--- src/rtl/pipe_stage_reg.sv ---
// Registered valid/ready pipeline stage with a one-entry skid buffer (EMPTY/FULL/SKID).
// Optional performance counters are enabled by defining PIPE_STAGE_PERF_CNT_EN.
module pipe_stage_reg #(
  parameter int                 DATA_W    = 96,
  parameter logic [DATA_W-1:0]  FLUSH_VAL = {DATA_W{1'b0}},
  parameter int                 CNT_W     = 16
) (
  input  logic              clk,
  input  logic              reset,
  input  logic              in_valid,
  output logic              in_ready,
  input  logic [DATA_W-1:0] in_data,
  input  logic              flush,
  output logic              out_valid,
  input  logic              out_ready,
  output logic [DATA_W-1:0] out_data,
  output logic [CNT_W-1:0]  stall_cnt,
  output logic [CNT_W-1:0]  bubble_cnt
);

  typedef enum logic [1:0] {
    ST_EMPTY = 2'd0,
    ST_FULL  = 2'd1,
    ST_SKID  = 2'd2
  } state_t;

  state_t            state_r, state_s;
  logic [DATA_W-1:0] main_r, main_s;
  logic [DATA_W-1:0] skid_r, skid_s;
  logic              in_ready_r;
  logic              out_valid_r;
  logic              in_xfer_s;
  logic              out_xfer_s;

  assign in_xfer_s  = in_valid & in_ready_r;
  assign out_xfer_s = out_valid_r & out_ready;

  // Next-state and payload routing; flush overrides every transition.
  always_comb begin
    state_s = state_r;
    main_s  = main_r;
    skid_s  = skid_r;
    case (state_r)
      ST_EMPTY: begin
        if (in_xfer_s) begin
          state_s = ST_FULL;
          main_s  = in_data;
        end else begin
          state_s = ST_EMPTY;
        end
      end
      ST_FULL: begin
        if (in_xfer_s && out_xfer_s) begin
          state_s = ST_FULL;
          main_s  = in_data;
        end else if (in_xfer_s) begin
          state_s = ST_SKID;
          skid_s  = in_data;
        end else if (out_xfer_s) begin
          state_s = ST_EMPTY;
        end else begin
          state_s = ST_FULL;
        end
      end
      ST_SKID: begin
        if (out_xfer_s) begin
          state_s = ST_FULL;
          main_s  = skid_r;
        end else begin
          state_s = ST_SKID;
        end
      end
      default: begin
        state_s = ST_EMPTY;
        main_s  = FLUSH_VAL;
        skid_s  = FLUSH_VAL;
      end
    endcase
    if (flush) begin
      state_s = ST_EMPTY;
      main_s  = FLUSH_VAL;
      skid_s  = FLUSH_VAL;
    end else begin
      state_s = state_s;
    end
  end

  // State, storage and handshake registers; handshakes decode the next state so they stay registered.
  always_ff @(posedge clk) begin
    if (reset) begin
      state_r     <= ST_EMPTY;
      main_r      <= FLUSH_VAL;
      skid_r      <= FLUSH_VAL;
      in_ready_r  <= 1'b1;
      out_valid_r <= 1'b0;
    end else begin
      state_r     <= state_s;
      main_r      <= main_s;
      skid_r      <= skid_s;
      in_ready_r  <= (state_s != ST_SKID);
      out_valid_r <= (state_s != ST_EMPTY);
    end
  end

  assign in_ready  = in_ready_r;
  assign out_valid = out_valid_r;
  assign out_data  = main_r;

`ifdef PIPE_STAGE_PERF_CNT_EN
  localparam logic [CNT_W-1:0] CNT_ONE = {{(CNT_W-1){1'b0}}, 1'b1};
  localparam logic [CNT_W-1:0] CNT_MAX = {CNT_W{1'b1}};

  logic [CNT_W-1:0] stall_r;
  logic [CNT_W-1:0] bubble_r;

  // Saturating stall/bubble counters; flush does not clear them.
  always_ff @(posedge clk) begin
    if (reset) begin
      stall_r  <= {CNT_W{1'b0}};
      bubble_r <= {CNT_W{1'b0}};
    end else begin
      if (out_valid_r && !out_ready && (stall_r != CNT_MAX)) begin
        stall_r <= stall_r + CNT_ONE;
      end else begin
        stall_r <= stall_r;
      end
      if (!out_valid_r && (bubble_r != CNT_MAX)) begin
        bubble_r <= bubble_r + CNT_ONE;
      end else begin
        bubble_r <= bubble_r;
      end
    end
  end

  assign stall_cnt  = stall_r;
  assign bubble_cnt = bubble_r;
`else
  assign stall_cnt  = {CNT_W{1'b0}};
  assign bubble_cnt = {CNT_W{1'b0}};
`endif

endmodule

--- config.mk ---
export PLATFORM = sky130hd
export DESIGN_NAME = pipe_stage_reg
export DESIGN_NICKNAME = d
export VERILOG_FILES = /design/src/rtl/pipe_stage_reg.sv
export SDC_FILE = /design/constraint.sdc
export NUM_CORES = 1
export LEC_CHECK = 0
export CAP_MARGIN = 40
export CORE_ASPECT_RATIO = 0.6
export CORE_UTILIZATION = 44
export DETAILED_ROUTE_END_ITERATION = 12
export GPL_TIMING_DRIVEN = 0
export PLACE_DENSITY_LB_ADDON = 0.12
export SLEW_MARGIN = 25
export SYNTH_ARGS = -nofsm -noshare
export SYNTH_HDL_FRONTEND = slang
export SYNTH_SLANG_ARGS = --single-unit
--- constraint.sdc ---
create_clock -name clk -period 1.6 [get_ports clk]
set_clock_uncertainty 0.2 [all_clocks]
set_input_delay 0.48 -clock clk [delete_from_list [all_inputs] [get_ports clk]]
set_output_delay 0.48 -clock clk [all_outputs]
set_load 0.02 [all_outputs]
==> results of run 1 <==
## kinds of logic after synthesis
kind of cell,Yosys count,share of synthesized area [%]
other,1,0.0426
and+or+nand+nor,399,19.9
buffers and inverters,139,8.37
AOI/OAI and AO/OA,297,27.1
DFF,196,44.6
## routing by layer
layer  track usage, %  vias to the layer above
met5                0                        -
met4             6.83                        0
met3             5.36                       51
met2             38.5                      466
met1             42.1                     4416
li1                 -                     4239
## registers in the layout, indices dropped and copies added, names as in the netlist
signal	count
out_data	96
skid_r	96
out_valid	1
in_ready	1
state_r	2
## tightest hold or removal path, cell delays in order (launching register included)
cell and delay (ns):
dfxtp_1 0.32, nand2_1 0.06, o22ai_2 0.06
## worst paths after layout
kind	from	to	slack, ns
setup / recovery	state_r[0]	out_data[17]	-0.28
hold / removal	skid_r[59]	skid_r[59]	0.29
setup reg to reg	state_r[0]	out_data[17]	-0.28
hold reg to reg	skid_r[59]	skid_r[59]	0.29
## power by group through the flow
stage          logic [mW]  clock network [mW]  registers, mW
2_1_floorplan        1.02                   0           5.36
3_3_place_gp         1.94                   0           5.22
3_5_place_dp         1.96                   0           5.22
4_1_cts              2.26                4.14           5.14
5_1_grt              2.84                4.39           5.17
6_report             2.70                4.15           5.16
## layout make-up
cell class / count / share of cell area [%]
sequential: 196 / 27.8
clock inverter: 13 / 0.795
inverter: 2 / 0.0513
multi-input combinational: 728 / 35.6
buffer: 136 / 9.02
clock buffer: 19 / 2.96
timing repair buffer: 279 / 21.5
tap: 266 / 2.27
## synthesized netlist by cell type, types with 2 or more instances
| cell type | instances | area [um^2] |
|---|---|---|
| a211oi_1 | 16 | 120 |
| nand2_1 | 196 | 736 |
| a31oi_1 | 96 | 601 |
| clkbuf_1 | 62 | 233 |
| nor2_1 | 101 | 379 |
| o22ai_1 | 96 | 601 |
| or2_2 | 2 | 12.5 |
| a21oi_1 | 4 | 20.0 |
| buf_2 | 25 | 125 |
| nor2b_1 | 97 | 607 |
| dfxtp_1 | 196 | 3920 |
| a211oi_2 | 80 | 1000 |
| buf_4 | 49 | 368 |
| nand3_1 | 2 | 10.0 |
## timing repair
action | 4_1_cts | 5_1_grt
endpoints found under the setup margin | 294 | 280
buffers inserted | 22 | 38
pin swaps | 23 | 148
cloned | 5 | 16
resized for setup | 784 | 272
## per-stage QoR
stage | power [mW] | setup WS, ns | instance area (um^2)
final | 12.0 | -0.277 | 14600
after global routing | 12.4 | -0.319 | 14600
after CTS | 11.5 | -0.219 | 12800
after detailed placement | 7.18 | -1.00 | 11300
after global placement | 7.16 | -0.952 | 11300
after floorplan | 6.38 | -0.0749 | 9030
==> run summary, run 1 <==
Outcome = complete, but fails checks
Violated checks = setup timing
Layout cells sized above 1 = 49.4%
Sw power = 3.59 mW
Die height = 112 um
Crit path buffers/inverters = 3
Worst vdd ir = 828 uV
Crit path depth = 7
Least-Margin Pin Slew = 0.501 ns
Fmax = 533 MHz
WS Path Type = flip-flop to flip-flop
Seq pwr share = 42.9%
Die width = 185 um
Drc violations = 0
Clk sinks = 196
PD cells = 820 nW/um^2
Hold Worst Slack = 0.286 ns
Buffer levels on the longest clock path = 2
Final hold vios = 0
# setup viols final = 200
Placed Cells = 1527
Setup TNS = -25.30 ns
Num ports = 231
Routed len/inst = 19.6 um
Unrepaired setup endpoints after global routing = true
Routed vias/inst = 5.60
Synthesized area = 8800 um^2
Number of port buffers = 198
Crit path DAT = 2.02 ns
Die ar. = 20600 um^2
Cell Chain, Critical Path = a21boi_4 > a221oi_4 > buf_6 > buf_12 > buf_16 > nor2_4 > a211oi_1
Footprint of the multi-input gates = 5210 um^2
Vias = 9172
Starting DRT DRC Count = 872
Syn avg cell area = 8.53 um^2
Primary FF master, synth = dfxtp_1
Critical path required time = 1.74 ns
WL final = 32100 um
Largest delay share family, worst path = compound AO/OA/AOI/OAI gates
Hold buffer count at cts = 0
Routed Antenna Nets = 0
Yosys warning count = 0
Tcrit/Tclk final = 117%
Commonest non-fill, non-tap cell in the layout = nand2_1
H-tree depth = 4
Top routing layer in use = met4
Clock Latency Late Sink = 0.44 ns
Fill count = 1318
FP Rows = 39
Final Wtd Congestion = 0.830
Minimum clock period = 1.88 ns
Worst setup EP type = flip-flop
Nets@finish = 1461
TritonCTS Buffers = 17
Max cap viols = 0
Routed met3 length = 2580 um
Area delta synth->final = 66.2%
Initial Utilization = 45.6%
R2r worst-path depth = 7
Critical Path Fanout Max = 6
Core box area = 19300 um^2
Drt pass-1 iters = 5
Largest net degree at the start of global routing = 19
Net Sw Frac = 29.9%
Register area = 4060 um^2
Synth Instances = 1032
Clock transition at path regs = 0.07 ns
GRT overflow = 0
Final Non-Filler Cells = 1639
Worst rel slew slack = 66.6%
DRT met1 WL = 15200 um
Core Util, Final = 75.7%
Crit-path max cell delay = 0.37 ns
Number of global-route vias before repair = 7986
Initial antenna violation count = 0
DP HPWL = 19100 um
Internal power = 8.41 mW
Root buffer cell = clkbuf_16
Part of the power in combinational logic = 22.5%
Seq/Total Area, Yosys = 44.6%
Setup ws final = -0.277 ns
# diodes = 0
Setup crit start kind = flip-flop
Most frequent cells in the layout = nand2_1, buf_6, buf_4
DR WL met2 = 13700 um
Worst Hold Class = flip-flop to flip-flop
Pleak = 5.63 nW
Clock power frac = 34.6%
Share of synthesized registers carrying an async set or reset = 0%
EDFF count, synth = 0
Final Slew Violations = 0
#FFs+latches synth = 196
Synth unique cells = 24
CTS tree = done
WHS Path Cells = 2
Gr usage total = 27.3%
Global-route wire length before repair = 43900 um
Slowest CP cell = dfxtp_4
No activity file was read; power rests on OpenSTA's default activity.
==> inputs of run 2 (changes only) <==
--- a/config.mk
+++ b/config.mk
@@ -6,8 +6,10 @@
 export NUM_CORES = 1
 export LEC_CHECK = 0
 export CAP_MARGIN = 40
+export CELL_PAD_IN_SITES_DETAIL_PLACEMENT = 1
+export CELL_PAD_IN_SITES_GLOBAL_PLACEMENT = 1
 export CORE_ASPECT_RATIO = 0.6
-export CORE_UTILIZATION = 44
+export CORE_UTILIZATION = 32
 export DETAILED_ROUTE_END_ITERATION = 12
 export GPL_TIMING_DRIVEN = 0
 export PLACE_DENSITY_LB_ADDON = 0.12
==> run summary, run 2 (synthesized netlist as in run 1, its figures left out) <==
Most frequent cells in the layout = nand2_1, buf_6, buf_4
Worst setup EP type = flip-flop
Starting DRT DRC Count = 589
Least-Margin Pin Slew = 0.537 ns
TritonCTS Buffers = 17
Routed len/inst = 20.4 um
Tcrit/Tclk final = 114%
Setup crit start kind = flip-flop
Commonest non-fill, non-tap cell in the layout = nand2_1
Fmax = 546 MHz
Number of port buffers = 198
Worst vdd ir = 464 uV
Clock Latency Late Sink = 0.47 ns
H-tree depth = 4
Die width = 216 um
Hold buffer count at cts = 0
FP Rows = 46
Hold Worst Slack = 0.270 ns
Critical Path Fanout Max = 5
Gr usage total = 23.4%
Setup ws final = -0.231 ns
DP HPWL = 22700 um
Layout cells sized above 1 = 45.7%
Crit path DAT = 2.01 ns
Drc violations = 0
Worst rel slew slack = 64.2%
Pleak = 5.60 nW
WS Path Type = flip-flop to flip-flop
Vias = 8923
CTS tree = done
# diodes = 0
Root buffer cell = clkbuf_16
Final Slew Violations = 0
Global-route wire length before repair = 50500 um
Unrepaired setup endpoints after global routing = true
Clock transition at path regs = 0.07 ns
Pre-CTS setup slack = -1.08 ns
Nets@finish = 1470
Drt pass-1 iters = 5
Core box area = 26700 um^2
Number of global-route vias before repair = 8694
Minimum clock period = 1.83 ns
# setup viols final = 231
WL final = 35600 um
Critical path required time = 1.78 ns
Final Wtd Congestion = 0.775
Buffer levels on the longest clock path = 2
Largest net degree at the start of global routing = 17
Clk sinks = 196
Routed Antenna Nets = 0
Die ar. = 28200 um^2
Routed vias/inst = 5.12
Die height = 130 um
Num ports = 231
Initial antenna violation count = 0
Max cap viols = 0
Outcome = complete, but fails checks
Initial Utilization = 33.0%
Worst Hold Class = flip-flop to flip-flop
Final hold vios = 0
Area delta synth->final = 63.6%
Violated checks = setup timing
GRT overflow = 0
PD cells = 845 nW/um^2
## run 2: cell count changes in the layout (fill, tap and decap cells not counted), sizes merged
cell	change
buf	+8
inv	-7
clkinv	+4
clkbuf	+3
bufinv	+2
clkinvlp	-1
## run 2: area by class of cell
| class | instances | area [um^2] |
|---|---|---|
| clock buffer | 21 | 450 |
| inverter | 2 | 15.0 |
| fill | 2985 | 12300 |
| buffer | 135 | 1330 |
| multi-input combinational | 728 | 4790 |
| timing repair buffer | 289 | 3200 |
| tap | 360 | 450 |
| sequential | 196 | 4060 |
| clock inverter | 11 | 110 |
## run 2: per-stage QoR
step	cells	power [mW]	cell area, um^2	util (%)	setup TNS [ns]
after CTS	1688	11.8	13000	48.7	-23.72
after floorplan	1063	6.38	9030	-	-6.22
final	1742	12.2	14400	53.9	-24.89
after detailed placement	1621	7.24	11500	42.9	-198.01
after global routing	1742	12.6	14400	53.9	-37.50
after global placement	1621	7.21	11500	42.9	-193.72
## run 2: final timing paths
kind	from	to	slack [ns]	cells past startpoint
min reg2reg	skid_r[47]	skid_r[47]	0.27	2
min	skid_r[47]	skid_r[47]	0.27	2
max reg2reg	state_r[0]	out_data[59]	-0.23	7
max	state_r[0]	out_data[59]	-0.23	7
## run 2: where the power goes
group          internal (mW)  switching (mW)
combinational           1.30            1.38
clock                   2.32            2.01
sequential              5.04           0.113
total                   8.67            3.50
## run 2: routing by layer
| layer | wire, um | track usage, % | up-vias |
|---|---|---|---|
| li1 | - | - | 4245 |
| met1 | 18100 | 33.9 | 4467 |
| met2 | 15800 | 35.8 | 181 |
| met3 | 1270 | 4.40 | 30 |
| met4 | 398 | 5.39 | 0 |
| met5 | 0 | 0 | - |
## run 2: critical path, stage by stage (launching register included)
cell       delay, ns
dfxtp_4         0.37
a21boi_4        0.16
a221oi_4        0.32
buf_6           0.20
clkbuf_16       0.18
clkbuf_16       0.15
nor2_2          0.04
a211oi_2        0.13
## run 2: timing repair
action	CTS	global route
gates cloned	2	20
gates resized for setup	820	172
pin swaps	9	113
setup endpoints to repair	294	287
buffers inserted	35	34
==> inputs of run 3 (changes only) <==
--- a/config.mk
+++ b/config.mk
@@ -10,6 +10,7 @@
 export CELL_PAD_IN_SITES_GLOBAL_PLACEMENT = 1
 export CORE_ASPECT_RATIO = 0.6
 export CORE_UTILIZATION = 32
+export CTS_CLUSTER_SIZE = 40
 export DETAILED_ROUTE_END_ITERATION = 12
 export GPL_TIMING_DRIVEN = 0
 export PLACE_DENSITY_LB_ADDON = 0.12
==> results of run 3 <==
Final layout, timing and power as in run 2 (identical DEF).
